--- config.mk ---
export PLATFORM = sky130hd
export DESIGN_NAME = mem_arbiter_flat
export DESIGN_NICKNAME = d
export VERILOG_FILES = /design/src/rtl/mem_arb_pkg.sv /design/src/rtl/mem_arbiter_if.sv /design/src/rtl/rr_arb2.sv /design/src/rtl/mem_arbiter.sv /design/src/flat_wrapper.sv
export SDC_FILE = /design/constraint.sdc
export NUM_CORES = 1
export LEC_CHECK = 0
export ABC_AREA = 1
export CORE_MARGIN = 1
export CORE_UTILIZATION = 38
export DETAILED_ROUTE_END_ITERATION = 10
export GPL_TIMING_DRIVEN = 0
export MAX_ROUTING_LAYER = met4
export PLACE_DENSITY = 0.77
export SETUP_SLACK_MARGIN = 0.15
export SYNTH_ARGS = -nofsm -noshare
export SYNTH_HDL_FRONTEND = slang
export SYNTH_SLANG_ARGS = --single-unit
--- constraint.sdc ---
create_clock -name clk -period 1.5 [get_ports clk]
set_clock_uncertainty 0.05 [all_clocks]
set_input_delay 0.225 -clock clk [delete_from_list [all_inputs] [get_ports clk]]
set_output_delay 0.225 -clock clk [all_outputs]
set_load 0.01 [all_outputs]
--- src/rtl/mem_arb_pkg.sv ---
// Shared constants for the two-port RAM arbiter: default widths and the
// 2-bit FSM state encodings used by the RTL and the bench.
package mem_arb_pkg;

  localparam int unsigned default_data_width = 16;
  localparam int unsigned default_addr_width = 8;

  typedef logic [1:0] state_t;

  localparam state_t IDLE  = 2'd0;
  localparam state_t ISSUE = 2'd1;
  localparam state_t WAIT  = 2'd2;
  localparam state_t DONE  = 2'd3;

  // Number of cycles from the sampling IDLE cycle to the ack cycle.
  function automatic int unsigned ack_latency(input logic we);
    return we ? 2 : 3;
  endfunction

endpackage

--- src/rtl/mem_arbiter_if.sv ---
// Requester-side bundle for mem_arbiter: two request/ack channels plus the
// shared read-data and busy indications.
interface mem_arbiter_if #(
  parameter int unsigned data_width = 16,
  parameter int unsigned addr_width = 8
);

  logic                  req0;
  logic                  req1;
  logic                  we0;
  logic                  we1;
  logic [addr_width-1:0] addr0;
  logic [addr_width-1:0] addr1;
  logic [data_width-1:0] wdata0;
  logic [data_width-1:0] wdata1;
  logic                  ack0;
  logic                  ack1;
  logic [data_width-1:0] rdata;
  logic                  busy;

  modport master (
    output req0, req1, we0, we1, addr0, addr1, wdata0, wdata1,
    input  ack0, ack1, rdata, busy
  );

  modport slave (
    input  req0, req1, we0, we1, addr0, addr1, wdata0, wdata1,
    output ack0, ack1, rdata, busy
  );

endinterface

--- src/rtl/rr_arb2.sv ---
// Two-input round-robin picker. On a tie the port not granted last wins;
// last_grant resets to 1 so port 0 wins the first tie.
module rr_arb2 (
  input  logic clk,
  input  logic reset,
  input  logic req0,
  input  logic req1,
  input  logic update,
  output logic gnt_id
);

  logic last_grant_q;

  // With no request the value is unused; a lone req1 selects port 1.
  always_comb begin
    if (req0 && req1) begin
      gnt_id = ~last_grant_q;
    end else begin
      gnt_id = req1;
    end
  end

  always_ff @(posedge clk) begin
    if (reset) begin
      last_grant_q <= 1'b1;
    end else if (update) begin
      last_grant_q <= gnt_id;
    end
  end

endmodule

--- src/rtl/mem_arbiter.sv ---
// Arbitrates two requesters onto one single-port RAM with 1-cycle read latency.
// All outputs are decoded from registered state; requests are sampled only in IDLE.
module mem_arbiter
  import mem_arb_pkg::*;
#(
  parameter int unsigned data_width = default_data_width,
  parameter int unsigned addr_width = default_addr_width
) (
  input  logic                  clk,
  input  logic                  reset,
  mem_arbiter_if.slave          bus,
  output logic [addr_width-1:0] mem_read_address,
  output logic [addr_width-1:0] mem_write_address,
  output logic                  mem_write,
  output logic [data_width-1:0] mem_din,
  input  logic [data_width-1:0] mem_dout
);

  state_t                state_q;
  state_t                state_d;
  logic                  we_q;
  logic [addr_width-1:0] addr_q;
  logic [data_width-1:0] wdata_q;
  logic                  id_q;
  logic [data_width-1:0] rdata_q;
  logic                  gnt_id;
  logic                  grant;

  assign grant = (state_q == IDLE) && (bus.req0 || bus.req1);

  rr_arb2 u_rr_arb2 (
    .clk    (clk),
    .reset  (reset),
    .req0   (bus.req0),
    .req1   (bus.req1),
    .update (grant),
    .gnt_id (gnt_id)
  );

  always_comb begin
    state_d = state_q;
    case (state_q)
      IDLE:    if (grant) state_d = ISSUE;
      ISSUE:   state_d = we_q ? DONE : WAIT;
      WAIT:    state_d = DONE;
      DONE:    state_d = IDLE;
      default: state_d = IDLE;
    endcase
  end

  always_ff @(posedge clk) begin
    if (reset) begin
      state_q <= IDLE;
      we_q    <= 1'b0;
      addr_q  <= '0;
      wdata_q <= '0;
      id_q    <= 1'b0;
      rdata_q <= '0;
    end else begin
      state_q <= state_d;
      if (grant) begin
        id_q    <= gnt_id;
        we_q    <= gnt_id ? bus.we1    : bus.we0;
        addr_q  <= gnt_id ? bus.addr1  : bus.addr0;
        wdata_q <= gnt_id ? bus.wdata1 : bus.wdata0;
      end
      // RAM output is valid one cycle after ISSUE presented the address.
      if (state_q == WAIT) begin
        rdata_q <= mem_dout;
      end
    end
  end

  assign mem_read_address  = addr_q;
  assign mem_write_address = addr_q;
  assign mem_din           = wdata_q;
  assign mem_write         = (state_q == ISSUE) && we_q;

  assign bus.ack0  = (state_q == DONE) && !id_q;
  assign bus.ack1  = (state_q == DONE) && id_q;
  assign bus.busy  = (state_q != IDLE);
  assign bus.rdata = rdata_q;

endmodule
--- src/flat_wrapper.sv ---
// flat-port wrapper written by rule: the top's interface ports become plain ports
module mem_arbiter_flat import mem_arb_pkg::*;
#(
  parameter int unsigned data_width = default_data_width,
  parameter int unsigned addr_width = default_addr_width
)
  (clk, reset, mem_read_address, mem_write_address, mem_write, mem_din, mem_dout, bus_req0, bus_req1, bus_we0, bus_we1, bus_addr0, bus_addr1, bus_wdata0, bus_wdata1, bus_ack0, bus_ack1, bus_rdata, bus_busy);
  mem_arbiter_if #(.data_width(data_width), .addr_width(addr_width)) bus_i ();
  input  logic clk;
  input  logic reset;
  output logic [addr_width-1:0] mem_read_address;
  output logic [addr_width-1:0] mem_write_address;
  output logic mem_write;
  output logic [data_width-1:0] mem_din;
  input  logic [data_width-1:0] mem_dout;
  input wire logic [$bits(bus_i.req0)-1:0] bus_req0;
  input wire logic [$bits(bus_i.req1)-1:0] bus_req1;
  input wire logic [$bits(bus_i.we0)-1:0] bus_we0;
  input wire logic [$bits(bus_i.we1)-1:0] bus_we1;
  input wire logic [$bits(bus_i.addr0)-1:0] bus_addr0;
  input wire logic [$bits(bus_i.addr1)-1:0] bus_addr1;
  input wire logic [$bits(bus_i.wdata0)-1:0] bus_wdata0;
  input wire logic [$bits(bus_i.wdata1)-1:0] bus_wdata1;
  output wire logic [$bits(bus_i.ack0)-1:0] bus_ack0;
  output wire logic [$bits(bus_i.ack1)-1:0] bus_ack1;
  output wire logic [$bits(bus_i.rdata)-1:0] bus_rdata;
  output wire logic [$bits(bus_i.busy)-1:0] bus_busy;
  assign bus_i.req0 = bus_req0;
  assign bus_i.req1 = bus_req1;
  assign bus_i.we0 = bus_we0;
  assign bus_i.we1 = bus_we1;
  assign bus_i.addr0 = bus_addr0;
  assign bus_i.addr1 = bus_addr1;
  assign bus_i.wdata0 = bus_wdata0;
  assign bus_i.wdata1 = bus_wdata1;
  assign bus_ack0 = bus_i.ack0;
  assign bus_ack1 = bus_i.ack1;
  assign bus_rdata = bus_i.rdata;
  assign bus_busy = bus_i.busy;
  mem_arbiter #(.data_width(data_width), .addr_width(addr_width)) u_core (.clk(clk), .reset(reset), .bus(bus_i), .mem_read_address(mem_read_address), .mem_write_address(mem_write_address), .mem_write(mem_write), .mem_din(mem_din), .mem_dout(mem_dout));
endmodule
==> results of run 1 <==
-- cell type report --
class	instances	area share, %
repair buffers	134	34.3
multi-input cells	224	27.9
flip-flops and latches	45	24.8
plain buffers	24	4.94
well taps	70	2.38
inverters	34	3.68
clock inverters	1	0.136
clock buffers	5	1.87
-- flip-flops by register name, indices dropped and copies added, names as in the netlist --
name                           count
u_core.u_rr_arb2.last_grant_q      1
u_core.mem_din                    16
u_core.mem_read_address            8
u_core.id_q                        1
u_core.bus.rdata                  16
u_core.we_q                        1
u_core.state_q                     2
-- placed cells by master (no fill, tap or decap), drive strengths merged --
cell type,count
o21ai,41
dfxtp,45
ha,5
nor2,110
buf,33
dlygate4sd2,48
nand2,61
o21bai,1
clkinv,1
clkdlybuf4s50,69
inv,34
nand3,3
clkbuf,13
a21oi,3
-- logic make-up after synthesis --
| family | Yosys count | share of synthesized area (%) |
|---|---|---|
| AO/OA/AOI/OAI | 45 | 10.7 |
| buffers and inverters | 58 | 12.9 |
| flip-flops | 45 | 42.3 |
| AND/OR/NAND/NOR | 174 | 31.3 |
| adder cells (fa/ha/maj) | 5 | 2.93 |
-- metrics by stage --
step	instances	power, W	TNS (ns)	cell area (µm²)	util [%]
2_1_floorplan	327	0.00338	0	2130	-
3_3_place_gp	518	0.00478	-3.33	3430	65.1
3_5_place_dp	518	0.00486	-3.76	3430	65.1
4_1_cts	534	0.00558	0	3570	67.8
5_1_grt	537	0.00625	0	3670	69.7
6_report	537	0.00582	0	3670	69.7
-- how the worst max path moves through the flow --
stage	end	slack, ns	depth (start not counted)
6_report	bus_ack0	0.08	5
5_1_grt	bus_ack0	0.02	5
4_1_cts	bus_busy	0.02	4
3_5_place_dp	u_core.mem_din[4]	-0.14	7
3_3_place_gp	bus_busy	-0.11	4
2_1_floorplan	u_core.mem_din[10]	0.18	8
-- critical path, stage by stage (launching register included) --
cell and delay, ns:
dfxtp_2 0.37, buf_6 0.12, ha_4 0.13, inv_2 0.03
nor2_1 0.07, buf_2 0.14
-- routing by layer --
layer	vias up	GRT usage (%)	part of all wire [%]
met4	0	8.27	2.3
met5	-	-	0
met1	1111	26.6	42
met2	78	40.6	51
met3	14	3.57	4.4
li1	1260	-	-
-- what timing repair did --
action / 4_1_cts / 5_1_grt
pin swaps: 4 / 1
gates cloned: 3 / 0
setup buffers: 7 / 3
gates resized for setup: 88 / 48
hold buffers: 0 / 0
endpoints found under the setup margin: 88 / 46
-- power breakdown --
part           internal (W)  switching, W
combinational       0.00161       0.00160
clock              0.000307      0.000375
sequential          0.00166      0.000267
==> metrics.md, run 1 <==
| Metric | Value |
|---|---|
| Worst min path class | `register to register` |
| Die area | `just under 6000 µm²` |
| Setup Viol. Count Final | `0` |
| Area of the multi-input gates | `1020 µm²` |
| Final Cycle Share | `94.6%` |
| Hold depth | `2` |
| WHS | `0.441 ns` |
| Largest net degree at the start of global routing | `13` |
| Hpwl dp | `4.75 mm` |
| Post-synth EDFFs | `0` |
| Antenna fix cells | `0` |
| Final Hold Vio Count | `0` |
| Port bufs | `121` |
| First-pass GRT wire length | `10.7 mm` |
| Slew HR | `82.9%` |
| Initial antenna violation count | `0` |
| Overflow after GRT | `0` |
| Top cells by area, synth | `dfxtp_1, nor2_1, nand2_1, o21ai_0, inv_1` |
| First-pass DRT Iterations | `4` |
| Share of flip-flops with an asynchronous set or reset | `0%` |
| Post-synth top cells | `nor2_1, nand2_1, dfxtp_1, inv_1, o21ai_0` |
| Type of origin of the critical path | `register` |
| Achievable Freq | `0.705 GHz` |
| Clk Latency, worst-skew pair | `0.29 ns` |
| Initial DRC count | `91` |
| Flops & latches, synth | `45` |
| Static Leakage | `1.93 nW` |
| Post-route ant nets | `0` |
| MaxCap Viol Count | `0` |
| WHS Endpoint | `u_core.u_rr_arb2.last_grant_q` |
| Reg2Reg Setup Slack | `around 0.11 ns` |
| Mapped Nets | `402` |
| Vias in the first global route | `2361` |
| Setup CP Type | `register to primary output` |
| DR WL/cell | `12.3 µm` |
| Origin of the critical flop-to-flop path | `u_core.state_q[0]` |
| Die Width | `about 77 µm` |
| Mapped Cells | `327` |
| Final Max Slew Viols | `0` |
| Root buf cell | `clkbuf_8` |
| Critical path arrival | `1.14 ns` |
| Ys flop type | `dfxtp_1` |
| DRC violations left | `0` |
| Period minus WS final | `1.42 ns` |
| Inserted Clock Buffers | `5` |
| Sequential area share after synthesis | `42.3%` |
| Starting density of the core | `about two fifths` |
| CTS tree | `done` |
| Mapped Avg Cell Area | `6.52 µm²` |
| Yosys warning total | `0` |
| Worst-Margin Slew | `0.254 ns` |
| Routability Congestion | `0.787` |
| Reg clk slew, reported paths | `0.08 ns` |
| # rows | `26` |
| DR vias | `2463` |
| Top-area cell type share of the netlist area | `around 42%` |
| Nets@finish | `543` |
| Post-Place Worst Slack | `-0.144 ns` |
| Worst Slack Setup Final | `0.0810 ns` |
| Critical Path End Type | `primary output` |
| Area added between synthesis and finish | `72.4%` |
| Worst-path fanout max | `3` |
| Required @ worst endpoint | `1.22 ns` |
| Worst r2r path cells | `8` |
| Share of cells above drive strength 1 | `16.7%` |
| DR vias/cell | `4.59` |
| Synth cell types | `16` |
| Reg2reg end | `u_core.we_q` |
| Fillers | `464` |
| Gr usage total | `23.2%` |
| Area leader, netlist | `dfxtp_1` |
| RSZ-0062 raised after global routing | `yes` |
| # clock sinks | `45` |
| Storage cell area | `912 µm²` |
| # H-tree levels | `2` |
| Status | `complete, no violations` |
| IO Count | `122` |
| Clock Path Buffers | `2` |
| Detailed Route WL | `6.63 mm` |
| Worst VDD drop | `0.755 mV` |
| Hold path startpoint | `u_core.u_rr_arb2.last_grant_q` |
| PwrDens | `1580 nW/µm²` |
| Chip height | `just under 80 µm` |
| Area of the mapped netlist | `2130 µm²` |
| Most frequent cell after synthesis | `nor2_1` |
| Placeable Area | `approximately 5300 µm²` |
| CP startpoint | `u_core.state_q[1]` |
(Power assumes the default switching activity.)
==> run 2: changes to the inputs <==
--- a/config.mk
+++ b/config.mk
@@ -7,11 +7,12 @@
 export LEC_CHECK = 0
 export ABC_AREA = 1
 export CORE_MARGIN = 1
-export CORE_UTILIZATION = 38
+export CORE_UTILIZATION = 39
+export CTS_BUF_LIST = sky130_fd_sc_hd__clkbuf_4 sky130_fd_sc_hd__clkbuf_8
 export DETAILED_ROUTE_END_ITERATION = 10
 export GPL_TIMING_DRIVEN = 0
 export MAX_ROUTING_LAYER = met4
-export PLACE_DENSITY = 0.77
+export PLACE_DENSITY = 0.79
 export SETUP_SLACK_MARGIN = 0.15
 export SYNTH_ARGS = -nofsm -noshare
 export SYNTH_HDL_FRONTEND = slang
==> run 2 against run 1 <==
The flow now finishes with violations (setup timing). Maximum frequency shrank 6.5%. Flip-flop and latch count is the same. Routed wire length grew 3.6%. Count of clock-buffer cells in the layout grew 2. Sequential power is essentially flat. Utilization grew 2.3 points. Cell count shrank 0.19%. Hold slack lost 0.0087 ns. Largest cell class unchanged.
==> metrics.md, run 2 (synthesized netlist as in run 1, its figures left out) <==
| Metric | Value |
|---|---|
| Antenna fix cells | `0 (unchanged)` |
| Power, Total | `0.00611 W (+5.1%)` |
| DRC violations left | `0 (unchanged)` |
| First-pass GRT wire length | `10.4 mm (-2.8%)` |
| Routability Congestion | `0.866 (+10%)` |
| Worst r2r path cells | `9 (+1)` |
| Clock Power Share | `12.7% (+1.0 points)` |
| MaxCap Viol Count | `0 (unchanged)` |
| Most common cell after layout, fill and taps aside | `nor2_1` |
| Final Cycle Share | `101% (+6.6 points)` |
| CP top delay family | `flip-flops` |
| Fillers | `430 (-7.3%)` |
| Commonest non-fill, non-tap cells in the layout | `nor2_1, clkdlybuf4s50_1, nand2_1` |
| CTS tree | `done` |
| RSZ-0062 raised after global routing | `yes` |
| Setup CP Type | `register to primary output` |
| DR vias/cell | `4.62 (+0.80%)` |
| Vias in the first global route | `2268 (-3.9%)` |
| Port bufs | `121 (unchanged)` |
| Status | `finished, violations left` |
| Largest net degree at the start of global routing | `13 (unchanged)` |
| Starting density of the core | `41.2% (+0.76 points)` |
| P_int | `0.00379 W (+6.1%)` |
| Area added between synthesis and finish | `74.8%` |
| IO Count | `122 (unchanged)` |
| Crit path buffers/inverters | `3 (unchanged)` |
| Final Util | `72.1% (+2.3 points)` |
| # clock sinks | `45 (unchanged)` |
| Chip height | `75.9 µm (-1.3%)` |
| Root buf cell | `clkbuf_8` |
| Critical path arrival | `1.24 ns (+0.10 ns)` |
| Share of cells above drive strength 1 | `15.9% (-0.82 points)` |
| Seq pwr share | `31.8% (-1.3 points)` |
| PwrDens | `1640 nW/µm² (+3.7%)` |
| # rows | `26 (unchanged)` |
| CP startpoint | `u_core.state_q[1]` |
| Required @ worst endpoint | `1.22 ns (about the same)` |
| Detailed Route WL | `6.87 mm (+3.6%)` |
| Cts-stage hold buffer count | `0 (unchanged)` |
| # H-tree levels | `2 (unchanged)` |
| Final instance area | `3730 µm² (+1.4%)` |
| Final cell count without fillers | `536 (-0.19%)` |
| Die area | `5770 µm² (-2.5%)` |
| Worst VDD drop | `1.05 mV (+39%)` |
| Critical Path, Cell by Cell | `buf_6, ha_4, inv_2, nor2_1, buf_2` |
| CP Capture Point | `bus_ack0` |
| Final Max Slew Viols | `0 (unchanged)` |
| Die Width | `75.9 µm (-1.3%)` |
| Inserted Clock Buffers | `5 (unchanged)` |
| Reg2Reg Setup Slack | `0.08 ns (-0.03 ns)` |
| Worst Slack Setup Final | `-0.0178 ns (-0.0988 ns)` |
| Critical Path End Type | `primary output` |
| First-pass DRT Iterations | `4 (unchanged)` |
| Logic pwr share | `55.5% (+0.3 points)` |
| Crit-path slowest cell | `dfxtp_4` |
| Type of origin of the critical path | `register` |
| Reg2reg end | `u_core.mem_read_address[7]` |
| Initial antenna violation count | `0 (unchanged)` |
| Slew HR | `85.7% (+2.8 points)` |
| Overflow after GRT | `0 (unchanged)` |
| Worst min path class | `register to register` |
| Origin of the critical flop-to-flop path | `u_core.state_q[0]` |
| Placed Instances | `518 (unchanged)` |
| CP max stage delay | `0.38 ns (about the same)` |
| DP Area | `3430 µm² (unchanged)` |
| DR WL/cell | `12.8 µm (+3.8%)` |
| Hpwl dp | `4.57 mm (-3.7%)` |
| Failing checks | `setup timing` |
| Levels on crit path | `5 (unchanged)` |
| Nets@finish | `541 (-0.37%)` |
| Post-route ant nets | `0 (unchanged)` |
| Period minus WS final | `1.52 ns (+0.0988 ns)` |
| Reg clk slew, reported paths | `0.07 ns (about the same)` |
| Clk Latency, worst-skew pair | `0.30 ns (about the same)` |
| Placeable Area | `5170 µm² (-1.9%)` |
| Setup Viol. Count Final | `1 (+1)` |
| Area of the multi-input gates | `1020 µm² (-0.37%)` |
| Switching share of power | `38.0% (-0.57 points)` |
| Gr usage total | `23.2% (+0.032 points)` |
| Achievable Freq | `0.659 GHz (-6.5%)` |
| Psw | `0.00233 W (+3.6%)` |
| Clock Path Buffers | `2 (unchanged)` |
| Initial DRC count | `81 (-11%)` |
| Worst-path fanout max | `3 (unchanged)` |
| Static Leakage | `1.95 nW (+1.3%)` |
| DR vias | `2478 (+0.61%)` |
| Final Hold Vio Count | `0 (unchanged)` |
| Storage cell area | `918 µm² (+0.69%)` |
| Worst-Margin Slew | `0.214 ns (-0.0402 ns)` |
## run 2: metrics by stage
step                hold slack (ns)  setup TNS [ns]  worst slack [ns]
floorplan                     0.244               0             0.176
global placement              0.391           -3.37            -0.108
detailed placement            0.430           -4.14            -0.131
CTS                           0.442               0            0.0454
global route                  0.453         -0.0490           -0.0474
finish                        0.433         -0.0178           -0.0178
## run 2: worst min-delay path by stage
stage                             startpoint                       endpoint  slack [ns]  depth (start not counted)
3_3_place_gp   u_core.u_rr_arb2.last_grant_q  u_core.u_rr_arb2.last_grant_q        0.39                          2
2_1_floorplan                          reset                    u_core.id_q        0.24                          1
6_report                u_core.bus.rdata[13]           u_core.bus.rdata[13]        0.43                          2
5_1_grt                          mem_dout[5]            u_core.bus.rdata[5]        0.45                          3
3_5_place_dp                     u_core.id_q                    u_core.id_q        0.43                          2
4_1_cts                          u_core.id_q                    u_core.id_q        0.44                          2
## run 2: power groups by stage
stage | Combinational, W | Clock, W | Sequential, W
CTS | 0.00294 | 0.000789 | 0.00190
global route | 0.00366 | 0.000856 | 0.00201
global placement | 0.00290 | 0 | 0.00188
detailed placement | 0.00295 | 0 | 0.00190
finish | 0.00339 | 0.000777 | 0.00195
floorplan | 0.00132 | 0 | 0.00206
## run 2: area by class of cell
cell class,instances,area share (%)
plain buffers,24,5.04
clock buffers,7,2.42
inverters,34,3.63
multi-input cells,224,27.4
flip-flops and latches,45,24.6
well taps,70,2.35
repair buffers,132,34.6
## run 2: worst min-delay path: cells and delay by family (launching register included)
| kind | cells | cell delay, ns |
|---|---|---|
| AOI/OAI and AO/OA | 1 | 0.06 |
| DFF | 1 | 0.33 |
| and+or+nand+nor | 1 | 0.07 |
## run 2: what timing repair did
item,in CTS,in global routing
resized for setup,97,41
setup endpoints to repair,88,48
gates cloned,2,2
pin swaps,4,3
endpoints found under the hold margin,0,0
setup buffers,5,2
## run 2: layer usage
metal	track usage (%)	wire, µm
met3	4.10	290
met4	8.85	191
met2	40.1	3520
met1	26.7	2870
met5	-	0
==> run 3: changes to the inputs <==
--- a/config.mk
+++ b/config.mk
@@ -6,13 +6,14 @@
 export NUM_CORES = 1
 export LEC_CHECK = 0
 export ABC_AREA = 1
+export CAP_MARGIN = 10
 export CORE_MARGIN = 1
-export CORE_UTILIZATION = 39
+export CORE_UTILIZATION = 42
 export CTS_BUF_LIST = sky130_fd_sc_hd__clkbuf_4 sky130_fd_sc_hd__clkbuf_8
 export DETAILED_ROUTE_END_ITERATION = 10
 export GPL_TIMING_DRIVEN = 0
 export MAX_ROUTING_LAYER = met4
-export PLACE_DENSITY = 0.79
+export PLACE_DENSITY = 0.84
 export SETUP_SLACK_MARGIN = 0.15
 export SYNTH_ARGS = -nofsm -noshare
 export SYNTH_HDL_FRONTEND = slang
==> constraint.sdc (replaced) <==
create_clock -name clk -period 1.8 [get_ports clk]
set_clock_uncertainty 0.05 [all_clocks]
set_input_delay 0.27 -clock clk [delete_from_list [all_inputs] [get_ports clk]]
set_output_delay 0.27 -clock clk [all_outputs]
set_load 0.01 [all_outputs]
==> run 3 against run 2 <==
The flow now finishes without violations. Non-clock buffer count decreased by 10. Die area down 6.9%. First-iteration DRC count down 25%. Combinational power fell by 28%. Largest power group unchanged. Largest cell class unchanged. Cell count shrank 2.2%. Via count fell by 4.5%. Utilization rose by 1.4 points. Design area shrank 5.1%. Clock power fell by 18%.
==> metrics.md, run 3 (synthesized netlist as in run 1, its figures left out) <==
| Metric | Value |
|---|---|
| Critical Path, Cell by Cell | `inv_1, ha_2, inv_2, clkdlybuf4s15_1` |
| Crit-path slowest cell | `dfxtp_2` |
| Largest net degree at the start of global routing | `14 (+1)` |
| CTS tree | `done` |
| Critical path arrival | `1.31 ns (+0.07 ns)` |
| Static Leakage | `1.70 nW (-13%)` |
| Worst-Margin Slew | `0.398 ns (+0.184 ns)` |
| Final instance area | `3540 µm² (-5.1%)` |
| Hpwl dp | `4.60 mm (+0.57%)` |
| P_int | `0.00297 W (-21%)` |
| Starting density of the core | `44.3% (+3.0 points)` |
| Placeable Area | `4820 µm² (-6.9%)` |
| Final Max Slew Viols | `0 (unchanged)` |
| Chip height | `73.3 µm (-3.5%)` |
| First-pass GRT wire length | `9.45 mm (-8.8%)` |
| Clock Path Buffers | `2 (unchanged)` |
| Post-route ant nets | `0 (unchanged)` |
| Most common cell after layout, fill and taps aside | `clkdlybuf4s50_1` |
| RSZ-0062 raised after global routing | `yes` |
| Setup CP Type | `register to primary output` |
| Fillers | `417 (-3.0%)` |
| Achievable Freq | `0.613 GHz` |
| Status | `complete, no violations` |
| Die Width | `73.3 µm (-3.5%)` |
| Area added between synthesis and finish | `66.0%` |
| Initial antenna violation count | `0 (unchanged)` |
| Initial DRC count | `61 (-25%)` |
| DR WL/cell | `11.3 µm (-12%)` |
| Die area | `5370 µm² (-6.9%)` |
| Period minus WS final | `1.63 ns` |
| Root buf cell | `clkbuf_8` |
| Psw | `0.00169 W (-27%)` |
| Clock Power Share | `13.6% (+0.9 points)` |
| First-pass DRT Iterations | `4 (unchanged)` |
| Required @ worst endpoint | `1.48 ns (+0.26 ns)` |
| Inserted Clock Buffers | `5 (unchanged)` |
| DR vias/cell | `4.52 (-2.3%)` |
| Crit path buffers/inverters | `3 (unchanged)` |
| Antenna fix cells | `0 (unchanged)` |
| CP max stage delay | `0.38 ns (about the same)` |
| Slew HR | `73.5% (-12 points)` |
| Total Neg Setup Slack | `0 ns (+0.0178 ns)` |
| Overflow after GRT | `0 (unchanged)` |
| CP top delay family | `buffers and inverters` |
| Final Hold Vio Count | `0 (unchanged)` |
| Worst VDD drop | `0.678 mV (-35%)` |
| # rows | `25 (-3.8%)` |
| Seq pwr share | `33.9% (+2.1 points)` |
| Worst-path fanout max | `5 (+2)` |
| DP Area | `3430 µm² (-0.18%)` |
| DR vias | `2366 (-4.5%)` |
| Clk Latency, worst-skew pair | `0.29 ns (about the same)` |
| Critical Path End Type | `primary output` |
| Port bufs | `121 (unchanged)` |
| Gr usage total | `23.3% (+0.073 points)` |
| MaxCap Viol Count | `0 (unchanged)` |
| Logic pwr share | `52.5% (-3.0 points)` |
| Reg clk slew, reported paths | `0.08 ns (about the same)` |
| # H-tree levels | `2 (unchanged)` |
| Final Util | `73.5% (+1.4 points)` |
| Share of cells above drive strength 1 | `9.19% (-6.7 points)` |
| WHS | `0.430 ns (-0.00280 ns)` |
| Worst min path class | `register to register` |
| Commonest non-fill, non-tap cells in the layout | `clkdlybuf4s50_1, nor2_1, nand2_1` |
| DRC violations left | `0 (unchanged)` |
| Nets@finish | `531 (-1.8%)` |
| Vias in the first global route | `2247 (-0.93%)` |
| PwrDens | `1320 nW/µm² (-20%)` |
| Routability Congestion | `0.817 (-5.6%)` |
| IO Count | `122 (unchanged)` |
| Power, Total | `0.00466 W (-24%)` |
| Switching share of power | `36.2% (-1.8 points)` |
| # clock sinks | `45 (unchanged)` |
| Type of origin of the critical path | `register` |
| Detailed Route WL | `5.94 mm (-14%)` |
| Setup Viol. Count Final | `0 (-1)` |
| Final Cycle Share | `between 90% and 100%` |
[run 3: path summary, 6_finish.rpt]
check	to	startpoint	slack [ns]	depth (start not counted)
max	bus_busy	u_core.state_q[0]	0.17	4
min	u_core.u_rr_arb2.last_grant_q	u_core.u_rr_arb2.last_grant_q	0.43	2
max reg2reg	u_core.bus.rdata[13]	u_core.state_q[0]	0.29	6
min reg2reg	u_core.u_rr_arb2.last_grant_q	u_core.u_rr_arb2.last_grant_q	0.43	2
[run 3: area by class of cell]
class,count,area [µm²],share of cell area (%)
timing repair buffer,122,1220,34.4
multi-input combinational,224,962,27.2
sequential,45,910,25.7
buffer,24,148,4.17
inverter,34,128,3.61
clock buffer,7,83.8,2.37
tap,67,83.8,2.37
clock inverter,1,7.51,0.212
[run 3: routing by layer]
layer	wire length [µm]	vias to the layer above	share of wire, %	track usage, %
met5	0	-	0	-
met4	91	0	1.5	9.59
met3	260	7	4.4	3.98
met2	3010	63	51	41.0
met1	2580	1061	43	25.9
li1	-	1235	-	-
[run 3: metrics by stage]
stage,cells,setup slack (ns)
after floorplan,327,0.448
after global placement,515,0.0987
after detailed placement,515,0.0558
after CTS,523,0.0720
after global routing,524,0.116
final,524,0.168
[run 3: timing repair]
| action | in CTS | in global routing |
|---|---|---|
| hold buffers | 0 | 0 |
| endpoints found under the hold margin | 0 | 0 |
| gates resized for setup | 7 | 13 |
| buffers inserted | 0 | 1 |
| endpoints found under the setup margin | 4 | 12 |
[run 3: tightest hold or removal path: cells and delay by family, from the launching register on]
| family | cells | cell delay [ns] |
|---|---|---|
| flops | 1 | 0.33 |
| simple gates | 2 | 0.11 |
[run 3: power groups by stage]
stage	Sequential [W]	Clock [W]	Combinational [W]
global route	0.00163	0.000695	0.00270
global placement	0.00157	0	0.00240
floorplan	0.00172	0	0.00110
finish	0.00158	0.000635	0.00245
detailed placement	0.00159	0	0.00246
CTS	0.00157	0.000649	0.00245
